### config.mk
export PLATFORM = sky130hd
export DESIGN_NAME = eth_csr_arbiter
export DESIGN_NICKNAME = d
export VERILOG_FILES = /design/src/rtl/eth_csr_arbiter.sv
export SDC_FILE = /design/constraint.sdc
export NUM_CORES = 1
export LEC_CHECK = 0
export BUFFER_PORTS_ARGS = -buffer_cell sky130_fd_sc_hd__clkbuf_2
export CAP_MARGIN = 5
export CORE_AREA = 2 2 199 201
export DETAILED_ROUTE_END_ITERATION = 6
export DIE_AREA = 0 0 201 203
export PLACE_DENSITY_LB_ADDON = 0.25
export SLEW_MARGIN = 20
export SYNTH_ARGS = -nofsm -noshare
export SYNTH_HDL_FRONTEND = slang
export SYNTH_SLANG_ARGS = --single-unit
export TNS_END_PERCENT = 20
### constraint.sdc
create_clock -name clk_axi -period 4.6 [get_ports clk_axi]
set_input_delay 1.38 -clock clk_axi [delete_from_list [all_inputs] [get_ports clk_axi]]
set_output_delay 1.38 -clock clk_axi [all_outputs]
set_load 0.005 [all_outputs]
### src/rtl/eth_csr_arbiter.sv
// Two-requester round-robin AXI4-Lite arbiter in front of the Ethernet CSR slave.
// Latency: one cycle from request in IDLE to forwarded valid; passthrough afterwards.
// Backpressure: ready/valid passed combinationally; the loser sees ready=0 until granted.

package amba_axi_pkg;
  localparam int AXIL_ADDR_W = 32;
  localparam int AXIL_DATA_W = 32;
  localparam int AXIL_ID_W   = 4;

  typedef struct packed {
    logic [AXIL_ID_W-1:0]     awid;
    logic [AXIL_ADDR_W-1:0]   awaddr;
    logic [2:0]               awprot;
    logic                     awvalid;
    logic [AXIL_DATA_W-1:0]   wdata;
    logic [AXIL_DATA_W/8-1:0] wstrb;
    logic                     wvalid;
    logic                     bready;
    logic [AXIL_ID_W-1:0]     arid;
    logic [AXIL_ADDR_W-1:0]   araddr;
    logic [2:0]               arprot;
    logic                     arvalid;
    logic                     rready;
  } s_axil_mosi_t;

  typedef struct packed {
    logic                     awready;
    logic                     wready;
    logic [AXIL_ID_W-1:0]     bid;
    logic [1:0]               bresp;
    logic                     bvalid;
    logic                     arready;
    logic [AXIL_ID_W-1:0]     rid;
    logic [AXIL_DATA_W-1:0]   rdata;
    logic [1:0]               rresp;
    logic                     rvalid;
  } s_axil_miso_t;
endpackage

module eth_csr_arbiter
  import amba_axi_pkg::*;
(
  input  logic         clk_axi,
  input  logic         rst_axi,
  input  s_axil_mosi_t m0_mosi_i,
  output s_axil_miso_t m0_miso_o,
  input  s_axil_mosi_t m1_mosi_i,
  output s_axil_miso_t m1_miso_o,
  output s_axil_mosi_t csr_mosi_o,
  input  s_axil_miso_t csr_miso_i,
  output logic         busy_o,
  output logic         grant_o
);

  typedef enum logic [2:0] {IDLE, WR_REQ, WR_RESP, RD_REQ, RD_RESP} state_e;

  state_e       state_q;
  logic         rr_q;
  logic         grant_q;
  logic         busy_q;
  logic         aw_done_q;
  logic         w_done_q;

  s_axil_mosi_t sel_mosi;
  s_axil_miso_t gnt_miso;
  s_axil_miso_t nogrant_miso;
  logic         req0, req1, win;
  logic         aw_hs, w_hs, b_hs, ar_hs, r_hs;

  assign busy_o  = busy_q;
  assign grant_o = grant_q;

  assign sel_mosi = grant_q ? m1_mosi_i : m0_mosi_i;
  assign req0     = m0_mosi_i.awvalid | m0_mosi_i.arvalid;
  assign req1     = m1_mosi_i.awvalid | m1_mosi_i.arvalid;
  // Contention resolved by the pointer; a lone requester always wins.
  assign win      = (req0 && req1) ? rr_q : req1;

  // Forward the granted requester; valids/readys gated by state and done flags.
  always_comb begin
    csr_mosi_o         = sel_mosi;
    csr_mosi_o.awvalid = (state_q == WR_REQ) && sel_mosi.awvalid && !aw_done_q;
    csr_mosi_o.wvalid  = (state_q == WR_REQ) && sel_mosi.wvalid  && !w_done_q;
    csr_mosi_o.bready  = (state_q == WR_RESP) && sel_mosi.bready;
    csr_mosi_o.arvalid = (state_q == RD_REQ) && sel_mosi.arvalid;
    csr_mosi_o.rready  = (state_q == RD_RESP) && sel_mosi.rready;
  end

  // Return slave readys/valids to the granted requester only; data always mirrors the slave.
  always_comb begin
    gnt_miso             = csr_miso_i;
    gnt_miso.awready     = (state_q == WR_REQ) && csr_miso_i.awready && !aw_done_q;
    gnt_miso.wready      = (state_q == WR_REQ) && csr_miso_i.wready  && !w_done_q;
    gnt_miso.bvalid      = (state_q == WR_RESP) && csr_miso_i.bvalid;
    gnt_miso.arready     = (state_q == RD_REQ) && csr_miso_i.arready;
    gnt_miso.rvalid      = (state_q == RD_RESP) && csr_miso_i.rvalid;
    nogrant_miso         = csr_miso_i;
    nogrant_miso.awready = 1'b0;
    nogrant_miso.wready  = 1'b0;
    nogrant_miso.bvalid  = 1'b0;
    nogrant_miso.arready = 1'b0;
    nogrant_miso.rvalid  = 1'b0;
    m0_miso_o            = grant_q ? nogrant_miso : gnt_miso;
    m1_miso_o            = grant_q ? gnt_miso : nogrant_miso;
  end

  assign aw_hs = csr_mosi_o.awvalid && csr_miso_i.awready;
  assign w_hs  = csr_mosi_o.wvalid  && csr_miso_i.wready;
  assign b_hs  = csr_mosi_o.bready  && csr_miso_i.bvalid;
  assign ar_hs = csr_mosi_o.arvalid && csr_miso_i.arready;
  assign r_hs  = csr_mosi_o.rready  && csr_miso_i.rvalid;

  // Transaction FSM: grant, track AW/W completion, hand the pointer over on response.
  always_ff @(posedge clk_axi or negedge rst_axi) begin
    if (!rst_axi) begin
      state_q   <= IDLE;
      rr_q      <= 1'b0;
      grant_q   <= 1'b0;
      busy_q    <= 1'b0;
      aw_done_q <= 1'b0;
      w_done_q  <= 1'b0;
    end else begin
      case (state_q)
        IDLE: begin
          if (req0 || req1) begin
            grant_q <= win;
            busy_q  <= 1'b1;
            // A winner with both write and read pending is served write-first.
            if (win ? m1_mosi_i.awvalid : m0_mosi_i.awvalid) state_q <= WR_REQ;
            else                                             state_q <= RD_REQ;
          end
        end
        WR_REQ: begin
          if (aw_hs) aw_done_q <= 1'b1;
          if (w_hs)  w_done_q  <= 1'b1;
          if ((aw_done_q || aw_hs) && (w_done_q || w_hs)) state_q <= WR_RESP;
        end
        WR_RESP: begin
          if (b_hs) begin
            rr_q      <= ~grant_q;
            aw_done_q <= 1'b0;
            w_done_q  <= 1'b0;
            busy_q    <= 1'b0;
            state_q   <= IDLE;
          end
        end
        RD_REQ: begin
          if (ar_hs) state_q <= RD_RESP;
        end
        RD_RESP: begin
          if (r_hs) begin
            rr_q    <= ~grant_q;
            busy_q  <= 1'b0;
            state_q <= IDLE;
          end
        end
        default: begin
          state_q <= IDLE;
          busy_q  <= 1'b0;
        end
      endcase
    end
  end

endmodule
* Yosys cells after proc, flatten, opt, wreduce, memory -nomap -nowiden
Cells that the tools add are included.
** Word-level totals
- ROM bits :: 0
- Flip-flop bits (word level) :: 8
- Memories kept :: 0
- Bits in latches :: 0
- Input bits :: 289
- Memory bits (writable) :: 0
** Cells by class
- Eq/ne operators :: 11
- Add/sub/neg operators :: 0
- Reductions and logical operators :: 36
- Multiplexer cells :: 23
- Multiply operators :: 0
- Bitwise operators :: 4
- Order comparisons :: 0
- Divide/modulo/power cells :: 0
- Shift-type cells :: 0
** Operators by type and width (count)
- 2-to-1 mux 119 bit :: 1
- 2-to-1 mux 49 bit :: 2
- logical AND 1 bit :: 21
- 2-to-1 mux 3 bit :: 5
- case mux 3 bit (5 select lines) :: 1
- != test 2 bit (second input constant) :: 6
- 2-to-1 mux 1 bit :: 9
- AND reduction 3 bit :: 3
- equality test 3 x 2 -> 1 bit (second input constant) :: 2
- case mux 1 bit (2 select lines) :: 3
- AND reduction 5 bit :: 1
- case mux 1 bit (4 select lines) :: 1
- AND reduction 4 bit :: 1
- nonzero test 2 bit :: 2
- equality test 3 x 1 -> 1 bit (second input constant) :: 1
- equality test 3 bit (second input constant) :: 1
- logical NOT 3 bit :: 1
- logical OR 1 bit :: 3
- logical NOT 1 bit :: 2
- 2-to-1 mux 2 bit :: 1
- != test 2 x 1 -> 1 bit (second input constant) :: 1
- NOT 1 bit :: 2
- OR 1 bit :: 2
- AND reduction 2 bit :: 1
- OR reduction 2 bit :: 1

* Longest topological paths before layout
- Word-level depth :: 8
- Depth in mapped cells :: 7
- Gate-level depth less buffers :: 5

* Worst setup path after synthesis
Ideal clock, no wire load.
- Kind :: input to output
- From :: input m0_mosi_i[0] in the netlist's numbering
- To :: output csr_mosi_o[0] in the netlist's numbering
- Data arrival time :: 1840 ps
- Required time :: 3220 ps
- Stages :: 2
- Setup slack :: 1380 ps
- Cells stage by stage :: mux2_4 and3_1
** RTL lines
- start, declared :: line 45 : input s_axil_mosi_t m0_mosi_i,
- end, declared :: line 49 : output s_axil_mosi_t csr_mosi_o,

==> impl_metrics.csv <==
group,metric,value,unit
global_route,grt_max_degree,49,
logic_synthesis,synth-seq-cells,8,
layout,fin_area,4580,um^2
critical_path,reg2reg_depth,5,
logic_synthesis,synth_area_leaders,"mux2_2 (48%), buf_4 (25%), dfrtp_1 (7.5%)",
sta,fin_skew,3.84,ps
clock_network,cts_setup_buffers,0,
logic_synthesis,seq_area_frac_synth,0.0749,
sta,finalSetupViolations,0,
min_path,hold_path.class,"reg2reg",
clock_network,cts_sinks,8,
sta,hold_viol,0,
drt,routed_wl,13.6,mm
drt,first_iter_violations,67,
status,status,"finished clean",
critical_path,r2r-start,"grant_o$_DFFE_PN0P_",
global_route,grt_pass1_vias,3175,
critical_path,timing.rr.end,"state_q[1]$_DFFE_PN0P_",
floorplan,die_width,201,um
logic_synthesis,synth_ff_type,"dfrtp_1",
critical_path,end_kind,"output pin",
min_path,holdPathStages,1,
critical_path,crit_fanout,2,
logic_synthesis,synth_compound_area_frac,0.0435,
layout,area_delta_synth_final,71.3,%
power,p_per_area,396,nW/um^2
layout,antenna_cells,0,
logic_synthesis,synth_top_family_by_area,"multiplexers",
clock_network,clkLatencyLatePin,230,ps
logic_synthesis,async_reset_ff_frac,1.00,
logic_synthesis,synth_fa_ha_area_frac,0,
clock_network,hold_buffers,0,
logic_synthesis,synthSimpleGateAreaFrac,0.0861,
logic_synthesis,netlist_area,2670,um^2
critical_path,cp-start-kind,"input port",
drt,ant_nets,0,
sta,worst_pin_slew,549,ps
floorplan,die_h,203,um
place,dpl_cell_area,4500,um^2
min_path,worstHoldStart,"busy_o$_DFFE_PN0P_",
clock_network,clk_pin_slew,40,ps
sta,fmax,291,MHz
logic_synthesis,muxShareOfSynthArea,0.512,
layout,layoutNonFillerInstCount,1088,
logic_synthesis,syn_nets,583,
drt,vias_per_cell,2.89,
power,power_leakage,0.00236,uW
sta,slew_headroom,0.634,
place,port_buffers,375,
critical_path,crit_type,"in2out",
global_route,groute.usage.overall,0.0584,
floorplan,coreArea,38500,um^2
drt,drc,0,
logic_synthesis,syn_area_per_cell,9.09,um^2
clock_network,cts_buffers,3,
clock_network,cts_resized,0,
min_path,hold_end,"busy_o$_DFFE_PN0P_",
logic_synthesis,synth_top_cell_area_share,0.480,
layout,drive_above_1_share,0.884,
logic_synthesis,synth_cell_types,32,
logic_synthesis,yosysWarnings,0,
logic_synthesis,synthCells,294,
layout,fin_nets,860,
sta,finalCriticalPeriod,3430,ps
floorplan,num_io_pins,508,
drt,routedWlPerCell,12.5,um
sta,fin_crit_sh,0.746,
flow_run,maxCapViolCount,0,
sta,fin_setup_tns,0,ps
global_route,grt_overflow,0,
layout,fillCellCount,4481,
floorplan,rows,72,
floorplan,die_area,40800,um^2
floorplan,start_util,0.0695,
critical_path,worst-r2r-setup-slack,2170,ps
clock_network,cts_tree,"yes",
clock_network,clockRootBuffer,"clkbuf_16",
critical_path,cp_data_required_time,3220,ps
sta,rsz0062_at_grt,"false",
drt,vias,3143,
sta,drv_slew,0,
logic_synthesis,synth_edf_count,0,
critical_path,worstPathArrival,2050,ps
place,place_congestion,0.711,
place,dpl.cell_count,1084,
place,dpl.hpwl,12.3,mm
global_route,grt_pass1_wl,18.4,mm
clock_network,h-tree-depth,1,
power,ir_drop,0.000155,V
drt,first_pass_iters,4,
global_route,antenna_found_initial,0,
logic_synthesis,synth.largest_area_cell,"mux2_2",
logic_synthesis,synthXorXnorAreaFrac,0.00328,
clock_network,clockBufferDepth,2,
report_power, final:
group	switching [uW]	internal [uW]	total [uW]
clock	33.7	115	149
combinational	607	829	1440
sequential	121	108	228
worst max-delay path by stage:
stage	endpoint	start	slack, ps
floorplan	csr_mosi_o[0]	m0_mosi_i[0]	1380
global placement	csr_mosi_o[0]	m0_mosi_i[0]	1190
detailed placement	csr_mosi_o[0]	m0_mosi_i[0]	1170
CTS	csr_mosi_o[0]	m0_mosi_i[0]	1170
global route	csr_mosi_o[0]	m0_mosi_i[0]	1150
finish	csr_mosi_o[0]	m0_mosi_i[0]	1170
critical path: stages:
cell and delay, ps:
clkbuf_2 80, mux2_4 290, and3_1 190, clkbuf_2 110
sequential cells by signal, indices dropped and copies added, names as in the netlist:
signal     cells
state_q        3
aw_done_q      1
busy_o         1
grant_o        1
w_done_q       1
rr_q           1
placed cells by master (no fill, tap or decap):
master       n
a21o_1       1
clkbuf_1     1
o21bai_1     1
nand2b_1     2
and3_1       3
o21ba_2      2
nor2b_1      3
buf_12       2
mux2_2     114
or3_4        1
nor4_1       2
nand3_1      3
o22ai_1      2
or3b_1       1
o32a_1       1
nor2_1      16
mux2_4       3
a22o_1       1
xnor2_1      1
o2bb2ai_1    1
dfrtp_4      1
mux2i_1      4
dfrtp_1      7
clkbuf_16    3
a21o_2       1
nor3b_1      1
nor3_1       5
o21ai_0      1
inv_1        2
a2111oi_4    1
nand2_1      7
nand2b_4     1
clkbuf_2   375
through the flow:
step	util	hold slack [ps]	worst slack (ps)	total power, uW
after floorplan	-	495	1380	1120
after CTS	0.119	531	1170	1850
after global routing	0.119	551	1150	1950
after global placement	0.117	515	1190	1710
final	0.119	527	1170	1810
after detailed placement	0.117	522	1170	1690
routing by layer:
layer  global-route usage  share of wire  up-vias
met3               0.0178           0.10       28
met5                    0              0        -
met4               0.0167          0.022        0
met1               0.0673           0.38     1391
met2                0.104           0.49      235
li1                     -              -     1489
synthesized netlist by cell type (2+ instances only):
library cell and n:
nor2_1 16, dfrtp_1 8, inv_1 2, nand3_1 3
mux2_4 3, mux2_2 114, and3_1 3, buf_4 90
clkbuf_1 13, nand2b_1 2, o22ai_1 2, nand2_1 7
nor3_1 5, o21ba_2 2, nor2b_1 3, nor4_1 2
mux2i_1 4
cell families after synthesis:
group | after synthesis
mux | 121
buf+inv | 107
simple gates | 45
compound gates | 12
flops | 8
xor+xnor | 1
area by class of cell:
cell class	instances	area [um^2]	area share
inverters	2	7.51	0.00164
multi-input cells	179	1720	0.377
repair buffers	377	1920	0.419
well taps	518	648	0.142
clock buffers	4	78.8	0.0172
flip-flops and latches	8	204	0.0445
(Power assumes the default switching activity.)
